**config.mk**
```make
export PLATFORM = sky130hd
export DESIGN_NAME = lfa_adc_reader
export DESIGN_NICKNAME = d
export VERILOG_FILES = /design/src/rtl/lfa_pkg.sv /design/src/rtl/adc_sclk_gen.sv /design/src/rtl/lfa_adc_reader.sv
export SDC_FILE = /design/constraint.sdc
export NUM_CORES = 1
export LEC_CHECK = 0
export CAP_MARGIN = 5
export CELL_PAD_IN_SITES_DETAIL_PLACEMENT = 1
export CELL_PAD_IN_SITES_GLOBAL_PLACEMENT = 2
export CORE_MARGIN = 2
export CORE_UTILIZATION = 29
export DETAILED_ROUTE_END_ITERATION = 6
export GPL_TIMING_DRIVEN = 0
export PLACE_DENSITY_LB_ADDON = 0.1
export SLEW_MARGIN = 0
export SYNTH_ARGS = -nofsm -noshare
export SYNTH_HDL_FRONTEND = slang
export SYNTH_SLANG_ARGS = --single-unit
```
**constraint.sdc**
```tcl
create_clock -name clk_50M -period 1.83 [get_ports clk_50M]
set_input_delay 0.366 -clock clk_50M [delete_from_list [all_inputs] [get_ports clk_50M]]
set_output_delay 0.366 -clock clk_50M [all_outputs]
set_load 0.02 [all_outputs]
```
**src/rtl/lfa_pkg.sv**
```systemverilog
// ---------------------------------------------------------------------------
// lfa_pkg
// Shared definitions for the line-follower ADC reader:
//   - FSM state encoding for the SPI frame sequencer
//   - sensor channel indices LEFT / MID / RIGHT
//   - ADC128S022 bit positions within a 16-bit SPI frame
//   - helpers: channel rotation, address bit lookup, first-order filter step
// ---------------------------------------------------------------------------
package lfa_pkg;

  typedef enum logic [1:0] {
    IDLE,
    SETUP,
    SHIFT,
    GAP
  } state_t;

  typedef enum logic [1:0] {
    LEFT,
    MID,
    RIGHT
  } ch_t;

  localparam int         FRAME_BITS   = 16;
  localparam logic [3:0] ADDR_K_FIRST = 4'd2;
  localparam logic [3:0] DATA_K_FIRST = 4'd4;
  localparam logic [3:0] LAST_K       = 4'(FRAME_BITS - 1);

  // Round-robin scan order: LEFT -> MID -> RIGHT -> LEFT.
  function automatic ch_t next_ch(input ch_t ch);
    case (ch)
      LEFT:    return MID;
      MID:     return RIGHT;
      default: return LEFT;
    endcase
  endfunction

  // DIN value for bit k: ADD2..ADD0 occupy three consecutive bits starting at
  // ADDR_K_FIRST. For k below ADDR_K_FIRST the subtraction wraps to a large
  // value and falls into the default.
  function automatic logic addr_bit(input logic [3:0] k, input logic [2:0] addr);
    logic [3:0] off;
    off = k - ADDR_K_FIRST;
    case (off)
      4'd0:    return addr[2];
      4'd1:    return addr[1];
      4'd2:    return addr[0];
      default: return 1'b0;
    endcase
  endfunction

  // out + ((new - out) >>> 2) with a signed 13-bit difference. The step never
  // overshoots the new sample, so the result stays within 0..4095.
  function automatic logic [11:0] avg_step(input logic [11:0] cur, input logic [11:0] smp);
    logic signed [12:0] diff;
    logic signed [12:0] step;
    logic signed [12:0] sum;
    diff = $signed({1'b0, smp}) - $signed({1'b0, cur});
    step = diff >>> 2;
    sum  = $signed({1'b0, cur}) + step;
    return sum[11:0];
  endfunction

endpackage

```
**src/rtl/adc_sclk_gen.sv**
```systemverilog
// ---------------------------------------------------------------------------
// adc_sclk_gen
// Half-period counter that produces the SPI clock and one-cycle strobes that
// flag the clock on which sck will fall or rise.
// Ports:
//   clk      in   system clock
//   reset    in   synchronous active-high reset
//   run      in   1 = count and toggle; 0 = hold counter at 0 with sck high
//   sck      out  SPI clock, idles high
//   sck_fall out  sck goes low on this clock edge
//   sck_rise out  sck goes high on this clock edge
// ---------------------------------------------------------------------------
module adc_sclk_gen #(
  parameter int HALF = 8
) (
  input  logic clk,
  input  logic reset,
  input  logic run,
  output logic sck,
  output logic sck_fall,
  output logic sck_rise
);

  localparam int            CW   = (HALF > 1) ? $clog2(HALF) : 1;
  localparam logic [CW-1:0] LAST = CW'(HALF - 1);

  logic [CW-1:0] cnt_q;
  logic          sck_q;

  // Each half period lasts HALF clocks; sck toggles at the end of it.
  always_ff @(posedge clk) begin
    if (reset || !run) begin
      cnt_q <= '0;
      sck_q <= 1'b1;
    end else if (cnt_q == LAST) begin
      cnt_q <= '0;
      sck_q <= ~sck_q;
    end else begin
      cnt_q <= cnt_q + 1'b1;
    end
  end

  // The strobes are not gated by run directly (the FSM derives run from
  // sck_fall); while stopped the counter sits at 0, which never equals LAST
  // because HALF >= 2, so no strobe can fire.
  assign sck      = sck_q;
  assign sck_fall = (cnt_q == LAST) && sck_q;
  assign sck_rise = (cnt_q == LAST) && !sck_q;

endmodule

```
**src/rtl/lfa_adc_reader.sv**
```systemverilog
// ---------------------------------------------------------------------------
// lfa_adc_reader
// SPI initiator for the ADC128S022. Scans the left, middle and right
// line-follower sensors round-robin and holds the latest 12-bit conversion of
// each in a register.
// Ports:
//   clk_50M       in   system clock
//   reset         in   synchronous active-high reset
//   enable        in   1 = scan continuously, 0 = stop after current frame
//   adc_cs_n      out  ADC chip select, active low
//   adc_sck       out  SPI clock, idles high
//   adc_din       out  ADC DIN (channel address bits)
//   adc_dout      in   ADC DOUT (conversion bits)
//   left          out  latest left-sensor conversion
//   middle        out  latest middle-sensor conversion
//   right         out  latest right-sensor conversion
//   sample_valid  out  one-cycle pulse when the triplet has been refreshed
// Build option:
//   LFA_AVG_EN  when defined, each output is a first-order low-pass filter of
//               the samples; otherwise each output is the raw sample.
// ---------------------------------------------------------------------------
module lfa_adc_reader
  import lfa_pkg::*;
#(
  parameter int CLK_DIV  = 16,
  parameter int CH_LEFT  = 3,
  parameter int CH_MID   = 2,
  parameter int CH_RIGHT = 1
) (
  input  logic        clk_50M,
  input  logic        reset,
  input  logic        enable,
  output logic        adc_cs_n,
  output logic        adc_sck,
  output logic        adc_din,
  input  logic        adc_dout,
  output logic [11:0] left,
  output logic [11:0] middle,
  output logic [11:0] right,
  output logic        sample_valid
);

  localparam int               H        = CLK_DIV / 2;
  localparam int               GAP_CLKS = 2 * H;
  localparam int               GAP_W    = $clog2(GAP_CLKS);
  localparam logic [GAP_W-1:0] GAP_LAST = GAP_W'(GAP_CLKS - 1);

  state_t             state_q, state_d;
  logic               run;
  logic               sck_fall, sck_rise;
  logic               last_fall;
  logic               cs_n_q;
  logic               din_q;
  logic [3:0]         bit_cnt_q;
  logic [GAP_W-1:0]   gap_cnt_q;
  ch_t                ch_q;
  ch_t                data_ch_q;
  logic               discard_q;
  logic               update_q;
  logic [11:0]        shift_q;
  logic [2:0]         cur_addr;
  logic [11:0]        wr_val;
  logic [11:0]        left_q, middle_q, right_q;
  logic               sample_valid_q;
`ifdef LFA_AVG_EN
  logic [2:0]         loaded_q;
  logic [11:0]        cur_out;
`endif

  adc_sclk_gen #(
    .HALF (H)
  ) u_sclk (
    .clk      (clk_50M),
    .reset    (reset),
    .run      (run),
    .sck      (adc_sck),
    .sck_fall (sck_fall),
    .sck_rise (sck_rise)
  );

  // The falling-edge slot after the k=15 high phase ends the shift: sck is
  // held high instead of falling, and the frame moves on to GAP.
  assign last_fall = (state_q == SHIFT) && sck_fall && (bit_cnt_q == LAST_K);

  always_ff @(posedge clk_50M) begin
    if (reset) begin
      state_q <= IDLE;
      cs_n_q  <= 1'b1;
    end else begin
      state_q <= state_d;
      cs_n_q  <= !((state_d == SETUP) || (state_d == SHIFT));
    end
  end

  // SETUP ends on the first sck fall (bit 0); GAP re-arms or parks in IDLE.
  always_comb begin
    state_d = state_q;
    run     = 1'b0;
    case (state_q)
      IDLE: begin
        if (enable) state_d = SETUP;
      end
      SETUP: begin
        run = 1'b1;
        if (sck_fall) state_d = SHIFT;
      end
      SHIFT: begin
        run = !last_fall;
        if (last_fall) state_d = GAP;
      end
      GAP: begin
        if (gap_cnt_q == GAP_LAST) state_d = enable ? SETUP : IDLE;
      end
      default: state_d = IDLE;
    endcase
  end

  always_comb begin
    cur_addr = 3'(CH_LEFT);
    case (ch_q)
      MID:     cur_addr = 3'(CH_MID);
      RIGHT:   cur_addr = 3'(CH_RIGHT);
      default: ;
    endcase
  end

  // Frame datapath. Data shifted in during a frame belongs to the channel
  // addressed in the previous frame (data_ch_q); the frame pointer advances
  // when the shift ends, which also clears the discard flag.
  always_ff @(posedge clk_50M) begin
    if (reset) begin
      bit_cnt_q <= '0;
      gap_cnt_q <= '0;
      ch_q      <= LEFT;
      data_ch_q <= LEFT;
      discard_q <= 1'b1;
      update_q  <= 1'b0;
      shift_q   <= '0;
      din_q     <= 1'b0;
    end else begin
      update_q <= 1'b0;
      if ((state_q == SETUP) && sck_fall) begin
        bit_cnt_q <= '0;
        din_q     <= 1'b0;
      end
      if (state_q == SHIFT) begin
        if (sck_rise) begin
          if (bit_cnt_q >= DATA_K_FIRST) shift_q <= {shift_q[10:0], adc_dout};
          if (bit_cnt_q == LAST_K) update_q <= 1'b1;
        end
        if (last_fall) begin
          din_q     <= 1'b0;
          gap_cnt_q <= '0;
          data_ch_q <= ch_q;
          ch_q      <= next_ch(ch_q);
          discard_q <= 1'b0;
        end else if (sck_fall) begin
          bit_cnt_q <= bit_cnt_q + 4'd1;
          din_q     <= addr_bit(bit_cnt_q + 4'd1, cur_addr);
        end
      end
      if (state_q == GAP) begin
        gap_cnt_q <= gap_cnt_q + 1'b1;
        if (state_d == IDLE) begin
          ch_q      <= LEFT;
          discard_q <= 1'b1;
        end
      end
    end
  end

`ifdef LFA_AVG_EN
  // The first sample of each channel after reset loads directly; later
  // samples are blended into the running value.
  always_comb begin
    cur_out = left_q;
    case (data_ch_q)
      MID:     cur_out = middle_q;
      RIGHT:   cur_out = right_q;
      default: ;
    endcase
    wr_val = loaded_q[data_ch_q] ? avg_step(cur_out, shift_q) : shift_q;
  end
`else
  assign wr_val = shift_q;
`endif

  // Result registers, written on the clock after the k=15 sample unless the
  // frame is a pipeline-fill frame.
  always_ff @(posedge clk_50M) begin
    if (reset) begin
      left_q         <= '0;
      middle_q       <= '0;
      right_q        <= '0;
      sample_valid_q <= 1'b0;
`ifdef LFA_AVG_EN
      loaded_q       <= '0;
`endif
    end else begin
      sample_valid_q <= 1'b0;
      if (update_q && !discard_q) begin
        case (data_ch_q)
          LEFT:  left_q   <= wr_val;
          MID:   middle_q <= wr_val;
          RIGHT: begin
            right_q        <= wr_val;
            sample_valid_q <= 1'b1;
          end
          default: ;
        endcase
`ifdef LFA_AVG_EN
        loaded_q[data_ch_q] <= 1'b1;
`endif
      end
    end
  end

  assign adc_cs_n     = cs_n_q;
  assign adc_din      = din_q;
  assign left         = left_q;
  assign middle       = middle_q;
  assign right        = right_q;
  assign sample_valid = sample_valid_q;

endmodule
```
==> impl_metrics.tcl, run 1 <==
set metrics [dict create \
    status "complete, but fails checks" \
    violations "setup timing" \
    rsz0062_at_grt "true" \
    drive_above_1_share 0.1957 \
    cts_buffer_depth 2 \
    insertedDiodeCount 0 \
    max-slew-margin-rel 0.6445 \
    grt.overflow.total 0 \
    nets 425 \
    insertion_delay_ps 350 \
    avgSynthCellArea_sq_um 8.623 \
    cp_top_family "compound AO/OA/AOI/OAI gates" \
    wl_per_cell_um 14.98 \
    yosysWarnings 0 \
    tritoncts "built" \
    io_pins 44 \
    drc_errors 0 \
    dp_cells 518 \
    core_sq_um 9819 \
    num_vias 2552 \
    slowest_delay_ps 350 \
    power.switching_w 0.0007392 \
    first_pass_iters 4 \
    htree_levels 3 \
    place.gp.congestion 0.7317 \
    synth_nets 358 \
    combPwrFrac 0.041 \
    final_cell_mix "nand2_1 (83), dfxtp_1 (62), a21oi_1 (46)" \
    viasPerCell 4.665 \
    layout_setup_ws_ps -21.28 \
    crit_start "state_q[0]" \
    dp_hpwl_um 5729 \
    critical_path.slowest_cell "dfxtp_2" \
    leakagePower_nw 1.368 \
    grt_pass1_wl_um 13350 \
    syn-cell-area_sq_um 2949 \
    final_common_cell "nand2_1" \
    startpoint_type "register" \
    cp_num_buf_inv 2 \
    finClkSkew_ps 17.22 \
    path_clk_slew_ps 80 \
    cts_root_buffer "clkbuf_8" \
    fin_setup_tns_ps -21.28 \
    p_sw_frac 0.2366 \
    num_rows 36 \
    finalCritPeriodShare 1.012 \
    cts_inserted_buffers 9 \
    finalSetupViolCount 1 \
    cap_violations 0 \
    port_buffers 43 \
    tightestPinTransition_ps 533.2 \
    fmax_mhz 540.2 \
    yosysSeqAreaShare 0.4820 \
    p_per_area_nw_per_um2 766.0 \
    routed_wl_um 8194 \
    required_ps 2080 \
    path_class "reg -> reg" \
    synth_seq_cells 71 \
    power_frac_seq 0.497 \
    antenna_found_initial 0 \
    die_y_um 104.8 \
    synthFlopType "dfxtp_1" \
    synth-edff-count 0 \
    cp_cell_sequence "inv_2 -> ha_2 -> buf_6 -> nand3_4 -> nor2_4 -> o22ai_2 -> and2_1 -> ha_2 -> a21o_1 -> a21o_1" \
    grt_max_degree 15 \
    grt.total_usage 0.1535 \
    finalHoldViolCount 0 \
    final_cells 547 \
    critPathCaptureType "register" \
    finalPower_w 0.003125 \
    pwr-share-clk 0.462 \
    async_flop_share 0 \
    dieArea_sq_um 10990 \
    slew_viol_final 0 \
    ys_types 45 \
    worstReg2RegStart "state_q[0]" \
    syn2layout_area_growth_pct 38.31 \
    worstPathMaxFanout 10 \
    dieWidth_um 104.8 \
    cellInternalPower_w 0.002385 \
    hold_start "middle[6]" \
    ir_drop_mv 0.3604 \
    cts_sinks 71 \
    initial_core_util 0.3003 \
    hp-class "reg -> reg" \
    synth_cells 342 \
    drt_iter0_markers 60 \
    detail-route-antenna-nets 0 \
    first_global_vias 2632 \
    cp.arrival_ps 2100 \
    period_minus_slack_ps 1851 \
]
## power by group through the flow
stage          Sequential (W)  Clock [W]  Combinational [W]
4_1_cts               0.00155    0.00149           0.000111
2_1_floorplan         0.00159          0          0.0000585
3_3_place_gp          0.00159          0           0.000100
3_5_place_dp          0.00159          0          0.0000997
5_1_grt               0.00155    0.00154           0.000146
6_report              0.00155    0.00144           0.000129
## state kept, by name (all words and copies together), names as in the netlist
| signal | count |
|---|---|
| u_sclk.cnt_q | 3 |
| shift_q | 12 |
| left | 12 |
| gap_cnt_q | 4 |
| ch_q | 2 |
| update_q | 1 |
| state_q | 2 |
| adc_cs_n | 1 |
| data_ch_q | 2 |
| middle | 12 |
| bit_cnt_q | 4 |
| right | 12 |
| adc_din | 1 |
| u_sclk.sck | 1 |
| sample_valid | 1 |
| discard_q | 1 |
## cell families after synthesis
logic type | share of synthesized area
DFF | 0.4820
buffers and inverters | 0.04836
adders and majority gates | 0.05091
and+or+nand+nor | 0.2134
xor gates and xnor gates | 0.008911
AOI/OAI and AO/OA | 0.1413
muxes | 0.05515
## cell type report
type | instances | area, sq um
Tap cell | 133 | 166.4
Buffer | 19 | 117.6
Sequential cell | 71 | 1438
Clock buffer | 9 | 123.9
Clock inverter | 7 | 102.6
Inverter | 8 | 30.03
Timing Repair Buffer | 57 | 550.5
Fill cell | 1163 | 5741
Multi-Input combinational cell | 243 | 1550
## cell usage after synthesis (2+ instances only)
master | count | share of area
a21boi_0 | 2 | 0.0051
a21o_1 | 2 | 0.0051
a21oi_1 | 46 | 0.078
a311oi_1 | 2 | 0.0059
and2_1 | 3 | 0.0064
and3_1 | 2 | 0.0042
buf_1 | 3 | 0.0038
buf_2 | 3 | 0.0051
buf_4 | 3 | 0.0076
buf_6 | 3 | 0.011
clkbuf_1 | 8 | 0.010
dfxtp_1 | 71 | 0.48
ha_1 | 12 | 0.051
inv_1 | 8 | 0.010
mux2_2 | 2 | 0.0076
mux2i_1 | 14 | 0.048
nand2_1 | 84 | 0.11
nand2b_1 | 4 | 0.0085
nand3_1 | 9 | 0.015
nand3b_1 | 3 | 0.0076
nor2_1 | 23 | 0.029
nor3_1 | 3 | 0.0051
nor3b_1 | 2 | 0.0051
o211ai_1 | 3 | 0.0076
o21ai_0 | 3 | 0.0051
o21ai_1 | 2 | 0.0034
or3_1 | 2 | 0.0042
xnor2_1 | 3 | 0.0089
## tightest hold or removal path, stage by stage (launching register included)
cell and delay [ps]:
dfxtp_1 310, nand2_1 50, a21oi_1 50
## final timing paths
| check | endpoint | depth (start not counted) | slack (ps) |
|---|---|---|---|
| hold reg to reg | middle[6] | 2 | 460 |
| hold / removal | middle[6] | 2 | 460 |
| setup reg to reg | discard_q | 10 | -20 |
| setup / recovery | discard_q | 10 | -20 |
## per-stage QoR
step                instance area (sq um)  setup WS, ps  utilization  hold WS [ps]
floorplan                            2994        -48.22            -         412.5
global placement                     3591        -353.7       0.3657         421.7
detailed placement                   3591        -366.5       0.3657         430.1
CTS                                  3935        -95.53       0.4007         451.0
global route                         4079        -127.1       0.4154         480.9
finish                               4079        -21.28       0.4154         458.9
## routing by layer
metal / global-route usage / part of all wire / up-vias
li1: - / - / 1294
met1: 0.2220 / 0.54 / 1204
met2: 0.2273 / 0.41 / 41
met3: 0.02558 / 0.030 / 13
met4: 0.05810 / 0.018 / 0
met5: 0 / 0 / -
## timing repair
action	CTS	global route
cloned	0	0
setup endpoints to repair	5	26
hold buffers	0	0
buffers inserted	8	6
pin swaps	7	8
resized for setup	18	26
Note: power is estimated with default switching activity, not from simulation.
==> run 2, diff against run 1 <==
CORE_ASPECT_RATIO = 1.5   (was default)
==> run 2 against run 1 <==
The flow still finishes with violations (setup timing). Cell count shrank 3.5%. Clock power grew 33%. Final area grew 1.4%. Wire length grew 1.9%. Utilization shrank 0.27 points. Largest power group is now clock. Critical path depth shrank 2. Largest cell class unchanged. Sequential power is essentially flat. Clock skew shrank 12 ps. Sequential share of layout area shrank 0.43 points.
==> impl_metrics.tcl, run 2 (same netlist as run 1, synthesis figures left out) <==
set metrics [dict create \
    core_sq_um 10020 \
    layout_setup_ws_ps -48.13 \
    final_cells 528 \
    grt.overflow.total 0 \
    dp_slack_ps -334.0 \
    use_met2 0.2955 \
    hp-class "reg -> reg" \
    p_per_area_nw_per_um2 867.3 \
    worstReg2RegStart "u_sclk.cnt_q[0]" \
    power_frac_seq 0.434 \
    first_pass_iters 4 \
    holdPathEnd "left[5]" \
    fin_setup_tns_ps -81.93 \
    insertedDiodeCount 0 \
    syn2layout_area_growth_pct 40.26 \
    dp_hpwl_um 6200 \
    p_sw_frac 0.2105 \
    power.switching_w 0.0007552 \
    status "complete, but fails checks" \
    cts_sinks 71 \
    initial_core_util 0.2943 \
    finalHoldViolCount 0 \
    cp.arrival_ps 2100 \
    dieWidth_um 86.34 \
    num_rows 45 \
    insertion_delay_ps 330 \
    combPwrFrac 0.035 \
    fmax_mhz 532.4 \
    reg2reg_depth 8 \
    final_cell_mix "nand2_1 (83), dfxtp_1 (62), a21oi_1 (46)" \
    fill_cells 1175 \
    drt_iter0_markers 64 \
    tightestPinTransition_ps 546.9 \
    final_common_cell "nand2_1" \
    leakagePower_nw 1.399 \
    met3_usage 0.02261 \
    cellInternalPower_w 0.002832 \
    grt_pass1_wl_um 13070 \
    startpoint_type "register" \
    ir_drop_mv 0.4742 \
    viasPerCell 4.879 \
    hold_start "left[5]" \
    wl_per_cell_um 15.81 \
    cap_violations 0 \
    slew_viol_final 0 \
    port_buffers 43 \
    routed_wl_um 8348 \
    drive_above_1_share 0.1898 \
    htree_levels 3 \
    cts_inserted_buffers 9 \
    min_path_cells 2 \
    place.gp.congestion 0.7411 \
    reg2reg_to "discard_q" \
    multi_input_area_sq_um 1560 \
    met1_usage 0.1586 \
    io_pins 44 \
    finalSetupViolCount 3 \
    finalCritPeriodShare 1.026 \
    drc_errors 0 \
    first_global_vias 2611 \
    rsz0062_at_grt "true" \
    dp_cells 502 \
    pwr-share-clk 0.531 \
    critPathCaptureType "register" \
    antenna_found_initial 0 \
    nets 422 \
    path_clk_slew_ps 60 \
    finalPower_w 0.003587 \
    max-slew-margin-rel 0.6354 \
    seqCellArea_sq_um 1440 \
    worstPathMaxFanout 5 \
    regToRegSetupSlack_ps -50 \
    detail-route-antenna-nets 0 \
    period_minus_slack_ps 1878 \
    cts_buffer_depth 2 \
    busiest_layer "met2" \
    tritoncts "built" \
    finClkSkew_ps 5.097 \
    cts_root_buffer "clkbuf_16" \
    violations "setup timing" \
    path_class "reg -> reg" \
    required_ps 2060 \
    grt_max_degree 13 \
    grt.total_usage 0.1552 \
    die_y_um 127.5 \
    dieArea_sq_um 11010 \
    num_vias 2576 \
]
run 2: changes by cell type in the layout (fill, tap and decap cells not counted), moves of 2 or more:
cell | previous run | this run
clkbuf_8 | 9 | 1
clkbuf_16 | 0 | 9
inv_6 | 2 | 0
ha_1 | 4 | 2
buf_4 | 15 | 12
run 2: worst max-delay path, stage by stage (launching register included):
cell and delay (ps):
dfxtp_2 350, ha_4 140, ha_4 180, and2_4 180, a211oi_2 60, or3_4 350, ha_4 170, a21o_1 190
a21o_1 160
run 2: power groups by stage:
stage	Combinational (W)	Clock, W	Sequential, W
6_report	0.000126	0.00191	0.00156
4_1_cts	0.000111	0.00195	0.00156
5_1_grt	0.000142	0.00201	0.00156
3_5_place_dp	0.000105	0	0.00159
2_1_floorplan	0.0000585	0	0.00159
3_3_place_gp	0.000104	0	0.00159
run 2: final cells by class:
type / count / area share
multi-input cells: 243 / 0.3772
flip-flops and latches: 71 / 0.3482
repair buffers: 54 / 0.1270
clock buffers: 11 / 0.05868
well taps: 117 / 0.03539
plain buffers: 19 / 0.02662
clock inverters: 5 / 0.01966
inverters: 8 / 0.007260
run 2: worst max path at each step:
stage                    startpoint          to  slack, ps
finish              u_sclk.cnt_q[0]   discard_q        -50
global route           gap_cnt_q[0]     ch_q[1]       -180
CTS                 u_sclk.cnt_q[0]   discard_q        -60
detailed placement           enable   discard_q       -330
global placement              reset  state_q[1]       -370
floorplan           u_sclk.cnt_q[1]   discard_q        -50
run 2: through the flow:
stage	hold slack, ps	util	cell area, sq um
5_1_grt	477.2	0.4127	4136
2_1_floorplan	412.5	-	2994
3_3_place_gp	426.4	0.3563	3571
6_report	452.8	0.4127	4136
3_5_place_dp	433.8	0.3563	3571
4_1_cts	441.4	0.4025	4034
run 2: what timing repair did:
item / in CTS / in global routing
hold buffers: 0 / 0
gates resized for setup: 25 / 18
pin swaps: 6 / 8
setup endpoints to repair: 6 / 21
setup buffers: 7 / 4
run 2: layer usage:
metal | wire [um] | share of wire
met2 | 4643 | 0.56
met4 | 245 | 0.029
met5 | 0 | 0
met3 | 174 | 0.021
met1 | 3285 | 0.39
